**config.mk**
```make
export PLATFORM = sky130hd
export DESIGN_NAME = bit_pos_iter
export DESIGN_NICKNAME = d
export VERILOG_FILES = /design/src/rtl/bit_pos_iter.sv
export SDC_FILE = /design/constraint.sdc
export NUM_CORES = 1
export LEC_CHECK = 0
export BUFFER_PORTS_ARGS = -buffer_cell sky130_fd_sc_hd__clkbuf_2
export CAP_MARGIN = 20
export CORE_MARGIN = 5
export CORE_UTILIZATION = 58
export DETAILED_ROUTE_END_ITERATION = 16
export PLACE_DENSITY = 0.81
export SYNTH_ARGS = -nofsm -noshare
export SYNTH_HDL_FRONTEND = slang
export SYNTH_SLANG_ARGS = --single-unit
```
**constraint.sdc**
```tcl
create_clock -name clock -period 4.77 [get_ports clock]
set_input_delay 0.477 -clock clock [delete_from_list [all_inputs] [get_ports clock]]
set_output_delay 0.477 -clock clock [all_outputs]
set_load 0.01 [all_outputs]
```
**src/rtl/bit_pos_iter.sv**
```systemverilog
// Enumerates the set bits of a WIDTH-bit mask, lowest first, one index per beat.
// Optional beat ordinal output out_seq is enabled by defining BIT_POS_ITER_SEQ_EN.
module bit_pos_iter #(
   parameter  int WIDTH = 64,
   localparam int IDX_W = $clog2(WIDTH)
) (
   input  logic             clock,
   input  logic             reset_n,
   input  logic             abort,
   input  logic             in_valid,
   output logic             in_ready,
   input  logic [WIDTH-1:0] in_mask,
   output logic             out_valid,
   input  logic             out_ready,
   output logic [IDX_W-1:0] out_pos,
   output logic             out_last,
   output logic             out_none
`ifdef BIT_POS_ITER_SEQ_EN
   ,
   output logic [IDX_W:0]   out_seq
`endif
);

   typedef enum logic {IDLE, RUN} state_t;

   state_t           state;
   logic [WIDTH-1:0] rem;

   // Folded-OR trailing-zero count: each level asks whether the low half of
   // the remaining window is empty and, if so, shifts it away.
   function automatic logic [IDX_W-1:0] ctz(input logic [WIDTH-1:0] x);
      logic [WIDTH-1:0] v;
      logic [WIDTH-1:0] lo;
      logic [IDX_W-1:0] idx;
      v   = x;
      idx = '0;
      for (int l = IDX_W - 1; l >= 0; l--) begin
         lo = {WIDTH{1'b1}} >> (WIDTH - (1 << l));
         if ((v & lo) == '0) begin
            idx[l] = 1'b1;
            v      = v >> (1 << l);
         end
      end
      return idx;
   endfunction

   function automatic logic [WIDTH-1:0] drop_lowest(input logic [WIDTH-1:0] x);
      return x & (x - WIDTH'(1));
   endfunction

   logic             accept;
   logic             beat;
   logic [WIDTH-1:0] src;
   logic [WIDTH-1:0] src_rest;
   logic [IDX_W-1:0] src_pos;

   assign in_ready = reset_n & ~out_valid & ~abort;
   assign accept   = in_valid & in_ready;
   assign beat     = out_valid & out_ready;

   // One shared tree: the fresh mask while idle, the remainder while running.
   assign src      = out_valid ? rem : in_mask;
   assign src_rest = drop_lowest(src);
   assign src_pos  = ctz(src);

   // Stage boundary: everything below registers directly onto the outputs.
   always_ff @(posedge clock) begin
      if (!reset_n) begin
         state     <= IDLE;
         out_valid <= 1'b0;
         out_pos   <= '0;
         out_last  <= 1'b0;
         out_none  <= 1'b0;
         rem       <= '0;
      end else if (abort) begin
         state     <= IDLE;
         out_valid <= 1'b0;
         out_last  <= 1'b0;
         out_none  <= 1'b0;
         rem       <= '0;
      end else begin
         case (state)
            IDLE: begin
               if (accept) begin
                  state     <= RUN;
                  out_valid <= 1'b1;
                  out_pos   <= (in_mask == '0) ? '0 : src_pos;
                  rem       <= src_rest;
                  out_last  <= (src_rest == '0);
                  out_none  <= (in_mask == '0);
               end
            end
            RUN: begin
               if (beat) begin
                  if (out_last) begin
                     state     <= IDLE;
                     out_valid <= 1'b0;
                     out_last  <= 1'b0;
                     out_none  <= 1'b0;
                  end else begin
                     out_pos  <= src_pos;
                     rem      <= src_rest;
                     out_last <= (src_rest == '0);
                  end
               end
            end
            default: begin
               state     <= IDLE;
               out_valid <= 1'b0;
            end
         endcase
      end
   end

`ifdef BIT_POS_ITER_SEQ_EN
   always_ff @(posedge clock) begin
      if (!reset_n || abort) begin
         out_seq <= '0;
      end else if (accept) begin
         out_seq <= '0;
      end else if (beat) begin
         out_seq <= out_last ? '0 : out_seq + 1'b1;
      end
   end
`endif

endmodule

```
; ---- Yosys cells after proc, flatten, opt, wreduce, memory -nomap -nowiden
; Index checks and enable logic that the tools add are counted.
[op_classes]
n_addsub = 1
n_eq_ne = 4
mux = 35
n_bitwise = 9
n_reduce_logical = 13
[ops]
columns = operator, n
row1 = $logic_not A64 Y1, 8
row2 = $mux W64, 4
row3 = $pmux W64 S2, 1
row4 = $and A64 B64 Y64, 1
row5 = $sub A64 B1 Y64 const B, 1
row6 = $mux W31, 1
row7 = $mux W6, 4
row8 = $mux W1, 17
row9 = $mux W15, 1
row10 = $pmux W6 S2, 1
row11 = $pmux W1 S2, 4
row12 = $mux W7, 1
row13 = $ne A2 B2 Y1 const B, 3
row14 = $reduce_and A3 Y1, 2
row15 = $and A1 B1 Y1, 4
row16 = $not A1 Y1, 4
row17 = $reduce_and A4 Y1, 1
row18 = $mux W3, 1
row19 = $ne A2 B1 Y1 const B, 1
row20 = $reduce_and A2 Y1, 1
row21 = $reduce_or A2 Y1, 1
[totals]
regBits = 74
in_bits = 69

; ---- Depth between registers and ports, before layout
[depth]
depth_word = 16
mapped_depth = 16
mapped_depth_nobuf = 10

; ---- Worst setup path after synthesis
; Ideal clock, no wire load.
[synth_path]
path_kind = reg-to-reg
from = register out_valid
to = register out_last
setup_ns = 0.084
t_arrival_ns = 3.637
required_ns = 4.686
path_slack_ns = 1.048
path_stages_with_launch = 15
cell_sequence = dfxtp_1 -> buf_6 -> buf_8 -> or3b_1 -> a222oi_1 -> nand4b_1 -> or4_1 -> buf_2 -> or4_4 -> buf_6 -> nor3_4 -> o211ai_1 -> nand2_1 -> nand3_1 -> o31ai_2
[synth_between]
elab_chain_cells = 7
elab_cells_between_ends = 16
cone_classes = add/sub (1) / eq/ne (2) / mux (5) / bitwise (6) / reduce/logical (2)
[synth_rtl]
columns = item, line
row1 = start: declaration, 13  ; output logic out_valid,
row2 = start signal: assignment, 70  ; out_valid <= 1'b0;
row3 = start signal: assignment, 77  ; out_valid <= 1'b0;
row4 = start signal: assignment, 86  ; out_valid <= 1'b1;
row5 = $mux W64, 62  ; assign src = out_valid ? rem : in_mask;
row6 = $sub A64 B1 Y64, 48  ; return x & (x - WIDTH'(1));
row7 = $and A64 B64 Y64, 48
row8 = $logic_not A64 Y1, "89, 103"
row9 = $mux W1, 95  ; if (out_last) begin
row10 = $mux W1, 94  ; if (beat) begin
row11 = $pmux W1 S2, 82  ; case (state)
row12 = end signal: assignment, 89  ; out_last <= (src_rest == '0);
row13 = end signal: assignment, 103  ; out_last <= (src_rest == '0);
row14 = end: declaration, 16  ; output logic out_last,
; Parallel ways exist; a longest one is shown, timed or not. The select of a mux whose other input is x is not followed.
; A chain may end at the register's enable or synchronous reset.

; ---- Final worst setup path
; Ends and elaborated chain as after synthesis.

==> metrics.txt <==
# TYPE chip_impl_metric gauge
chip_impl_info{name="run_status",value="finished, final reports clean"} 1
chip_impl_metric{name="dieWidth",unit="um"} 107
chip_impl_info{name="rsz_0062_raised_after_global_routing",value="no"} 1
chip_impl_metric{name="net_sw_power",unit="uW"} 488
chip_impl_metric{name="design.final.nets",unit=""} 890
chip_impl_metric{name="fin_crit_sh",unit="%"} 90.4
chip_impl_metric{name="vdd_ir_max",unit="uV"} 198
chip_impl_metric{name="cell_variety_after_synth",unit=""} 70
chip_impl_metric{name="synthSimpleGateAreaFrac",unit="%"} 31.2
chip_impl_metric{name="detail_route.first_pass.iterations",unit=""} 7
chip_impl_metric{name="path_max_fanout",unit=""} 53
chip_impl_info{name="main_combinational_cell_family_by_area_after_synthesis",value="simple AND/OR/NAND/NOR gates"} 1
chip_impl_metric{name="start_util",unit="%"} 59.4
chip_impl_metric{name="post_cts_buffers",unit=""} 0
chip_impl_metric{name="yosysSeqAreaShare",unit="%"} 26.7
chip_impl_metric{name="drt.antenna.violating_nets",unit=""} 0
chip_impl_metric{name="number_of_synthesized_register_bits",unit=""} 73
chip_impl_metric{name="cts-resized-gates",unit=""} 0
chip_impl_metric{name="finalSetupTns",unit="ps"} 0
chip_impl_metric{name="pin_slew_with_the_least_headroom_to_its_limit",unit="ps"} 1070
chip_impl_metric{name="clock_tree.buffer_depth",unit=""} 2
chip_impl_info{name="cp-start-kind",value="flop"} 1
chip_impl_metric{name="avgSynthCellArea",unit="um^2"} 7.30
chip_impl_info{name="cp_slowest_cell",value="sky130_fd_sc_hd__dfxtp_4"} 1
chip_impl_metric{name="dp_hpwl",unit="mm"} 16.6
chip_impl_metric{name="synth_mux_area_share",unit="%"} 12.0
chip_impl_metric{name="number_of_hold_repair_buffers_added_at_the_cts_stage",unit=""} 0
chip_impl_metric{name="number_of_standard_cells_after_synthesis",unit=""} 749
chip_impl_metric{name="worst_hold_slack",unit="ps"} 444
chip_impl_metric{name="core.rowCount",unit=""} 35
chip_impl_metric{name="fill_cells",unit=""} 819
chip_impl_metric{name="synth-async-reset-ratio",unit="%"} 0
chip_impl_info{name="critical-path-top-cell-by-count",value="sky130_fd_sc_hd__or4_1"} 1
chip_impl_metric{name="min_period",unit="ps"} 4310
chip_impl_metric{name="gpl.final_weighted_congestion",unit=""} 1.02
chip_impl_info{name="final_cell_mix",value="sky130_fd_sc_hd__nor2_1, sky130_fd_sc_hd__nand2_1, sky130_fd_sc_hd__a21oi_1"} 1
chip_impl_metric{name="coreArea",unit="um^2"} 9200
chip_impl_metric{name="synth-compound-area-share",unit="%"} 25.2
chip_impl_info{name="worst-setup-path-type",value="flop to flop"} 1
chip_impl_metric{name="p_int",unit="uW"} 1060
chip_impl_metric{name="pin_count_of_the_biggest_net_entering_global_routing",unit=""} 85
chip_impl_metric{name="viasPerCell",unit=""} 7.01
chip_impl_info{name="synth-main-ff-cell",value="sky130_fd_sc_hd__dfxtp_1"} 1
chip_impl_metric{name="area_growth_syn_to_layout",unit="%"} 14.4
chip_impl_metric{name="cts_inserted_buffers",unit=""} 9
chip_impl_metric{name="grt_antenna_before_repair",unit=""} 1
chip_impl_info{name="cts_tree",value="done"} 1
chip_impl_info{name="root_buffer",value="sky130_fd_sc_hd__clkbuf_8"} 1
chip_impl_metric{name="grt_overflow_total",unit=""} 0
chip_impl_metric{name="final_core_util",unit="%"} 68.0
chip_impl_metric{name="p_per_area",unit="nW/um^2"} 248
chip_impl_metric{name="first_iter_violations",unit=""} 788
chip_impl_metric{name="final_layout_size_suffix_gt1_share",unit="%"} 18.2
chip_impl_metric{name="clkTransAtPathRegs",unit="ps"} 80
chip_impl_metric{name="synth_fp_nets",unit=""} 818
chip_impl_metric{name="synth.cell_area",unit="um^2"} 5470
chip_impl_metric{name="first_global_vias",unit=""} 6114
chip_impl_metric{name="internal_reg_to_reg_setup_slack",unit="ps"} 460
chip_impl_metric{name="clock_sinks",unit=""} 73
chip_impl_metric{name="synth_xor_xnor_area_share",unit="%"} 0
chip_impl_metric{name="clock_tree.htree_level_count",unit=""} 3
chip_impl_metric{name="p_sw_share",unit="%"} 31.5
chip_impl_metric{name="route.detailed.drc",unit=""} 0
chip_impl_metric{name="maxCapViolations",unit=""} 0
chip_impl_metric{name="critical_path.max_stage_delay",unit="ps"} 780
chip_impl_metric{name="clock_power_share",unit="%"} 37.5
chip_impl_metric{name="total_die_area",unit="um^2"} 11500
chip_impl_metric{name="power.sequential.fraction",unit="%"} 40.8
chip_impl_info{name="endpoint_kind",value="flop"} 1
chip_impl_metric{name="cp_data_arrival_time",unit="ps"} 4580
chip_impl_metric{name="relSlewSlack",unit="%"} 28.6
chip_impl_metric{name="die_height",unit="um"} 107
chip_impl_metric{name="critical_path_required",unit="ps"} 5040
chip_impl_metric{name="clock-skew-final",unit="ps"} 18.4
chip_impl_info{name="layout_commonest_cell",value="sky130_fd_sc_hd__nor2_1"} 1
chip_impl_metric{name="ioPinCount",unit=""} 79
chip_impl_metric{name="antennaDiodeCount",unit=""} 0
chip_impl_metric{name="final_hold_viol_count",unit=""} 0
chip_impl_metric{name="static-leakage-power",unit="uW"} 0.00218
chip_impl_metric{name="final-max-slew-violation-count",unit=""} 0
chip_impl_metric{name="setup-violations-final",unit=""} 0
chip_impl_metric{name="totalWireLength",unit="mm"} 21.6
chip_impl_metric{name="synth-warning-count",unit=""} 0
chip_impl_metric{name="detail_route.wl_per_cell",unit="um"} 23.1
chip_impl_metric{name="max_clock_freq",unit="GHz"} 0.232
chip_impl_info{name="worst_hold_path_type",value="input port to flop"} 1
chip_impl_metric{name="synth_enable_flop_cells",unit=""} 0
chip_impl_metric{name="clk-insertion-delay-late",unit="ps"} 360
chip_impl_metric{name="post_synth_fa_ha_maj_area_fraction",unit="%"} 0.549
chip_impl_metric{name="port_buffers",unit=""} 78
chip_impl_metric{name="globalRouteTotalUtil",unit="%"} 37.5
chip_impl_metric{name="combinationalPowerShare",unit="%"} 21.7
chip_impl_metric{name="grt_first_pass_wirelength",unit="mm"} 33.3
chip_impl_metric{name="routed-via-count",unit=""} 6572
chip_impl_info{name="critical_path.cell_chain",value="buf_4 > mux2_2 > or4_1 > nand3b_1 > or4_1 > or4_4 > nor3_4 > o211ai_1 > nand2_1 > nand3_1 > o31ai_2"} 1
routing by layer:
metal / global-route usage [%] / wire length [um] / share of wire (%)
met4: 21.6 / 1210 / 5.6
met1: 46.4 / 8450 / 39
met2: 58.2 / 9560 / 44
met5: 0 / 14 / 0.065
met3: 10.4 / 2410 / 11
power groups by stage:
stage / combinational (uW) / clock, uW / sequential, uW
after global routing: 358 / 608 / 634
after detailed placement: 323 / 0 / 646
after CTS: 325 / 584 / 632
final: 337 / 580 / 633
after floorplan: 200 / 0 / 638
after global placement: 318 / 0 / 645
synth_stat cells, types with 3 or more instances:
master,n,area [um^2]
sky130_fd_sc_hd__nor2_1,93,349
sky130_fd_sc_hd__nand2_1,86,323
sky130_fd_sc_hd__a21oi_1,81,405
sky130_fd_sc_hd__dfxtp_1,73,1460
sky130_fd_sc_hd__mux2i_1,53,531
sky130_fd_sc_hd__nor3_1,46,230
sky130_fd_sc_hd__clkbuf_1,27,101
sky130_fd_sc_hd__nand3_1,24,120
sky130_fd_sc_hd__o21ai_0,24,120
sky130_fd_sc_hd__nor4_1,19,119
sky130_fd_sc_hd__or3_1,15,93.8
sky130_fd_sc_hd__a211oi_1,11,82.6
sky130_fd_sc_hd__mux2_2,11,124
sky130_fd_sc_hd__a22oi_1,9,67.6
sky130_fd_sc_hd__a32oi_1,9,78.8
sky130_fd_sc_hd__buf_2,9,45.0
sky130_fd_sc_hd__nor2b_1,9,56.3
sky130_fd_sc_hd__o211ai_1,9,67.6
sky130_fd_sc_hd__o221ai_1,9,78.8
sky130_fd_sc_hd__and2_1,8,50.1
sky130_fd_sc_hd__inv_1,7,26.3
sky130_fd_sc_hd__o21a_1,7,52.6
sky130_fd_sc_hd__a21o_1,6,45.0
sky130_fd_sc_hd__buf_1,6,22.5
sky130_fd_sc_hd__or2_2,6,37.5
sky130_fd_sc_hd__a31oi_1,5,31.3
sky130_fd_sc_hd__nor3b_1,5,37.5
sky130_fd_sc_hd__o22ai_1,5,31.3
sky130_fd_sc_hd__or4_1,5,37.5
sky130_fd_sc_hd__nand4_1,4,25.0
sky130_fd_sc_hd__nand4b_1,4,35.0
sky130_fd_sc_hd__o31ai_1,4,30.0
sky130_fd_sc_hd__a2111oi_0,3,26.3
sky130_fd_sc_hd__a21boi_0,3,22.5
sky130_fd_sc_hd__maj3_1,3,30.0
sky130_fd_sc_hd__nand3b_1,3,22.5
sky130_fd_sc_hd__o32ai_1,3,26.3
sky130_fd_sc_hd__or3b_1,3,26.3
metrics by stage:
| step | cells | instance area (um^2) | total power, uW | setup slack, ps |
|---|---|---|---|---|
| 2_1_floorplan | 749 | 5470 | 838 | 1050 |
| 3_3_place_gp | 921 | 6020 | 963 | 666 |
| 3_5_place_dp | 921 | 6020 | 970 | 539 |
| 4_1_cts | 937 | 6250 | 1540 | 526 |
| 5_1_grt | 937 | 6250 | 1600 | 220 |
| 6_report | 937 | 6250 | 1550 | 457 |
state kept, by name, summed over array words and instances, names as in the netlist:
| name | count |
|---|---|
| rem | 63 |
| out_pos | 6 |
| out_last | 1 |
| out_none | 1 |
| out_valid | 1 |
| state | 1 |
critical path, delay by kind of cell (launching register included):
family	cells	cell delay (ps)
AO/OA/AOI/OAI	2	350
buffers and inverters	1	350
AND/OR/NAND/NOR	7	2300
multiplexers	1	420
flip-flops	1	780
final timing paths:
path,start,end,cells past startpoint
worst max-delay path,out_valid,out_last,11
worst min-delay path,in_mask[11],rem[11],3
worst max register to register,out_valid,out_last,11
worst min register to register,rem[58],rem[58],2
area by class of cell:
type                    count  area (um^2)  share of cell area (%)
inverters                   8         30.0                   0.480
clock inverters             4         73.8                    1.18
well taps                 111          139                    2.22
multi-input cells         623         3790                    60.6
flip-flops and latches     73         1470                    23.4
clock buffers              12          155                    2.48
repair buffers            106          601                    9.61
cells by family (layout without fill, tap and decap cells):
logic type,Yosys count,in the layout
AO/OA/AOI/OAI,211,211
adder cells (fa/ha/maj),3,3
buffers and inverters,53,130
flip-flops,73,73
multiplexers,64,64
AND/OR/NAND/NOR,345,345
Note: power is estimated with default switching activity, not from simulation.
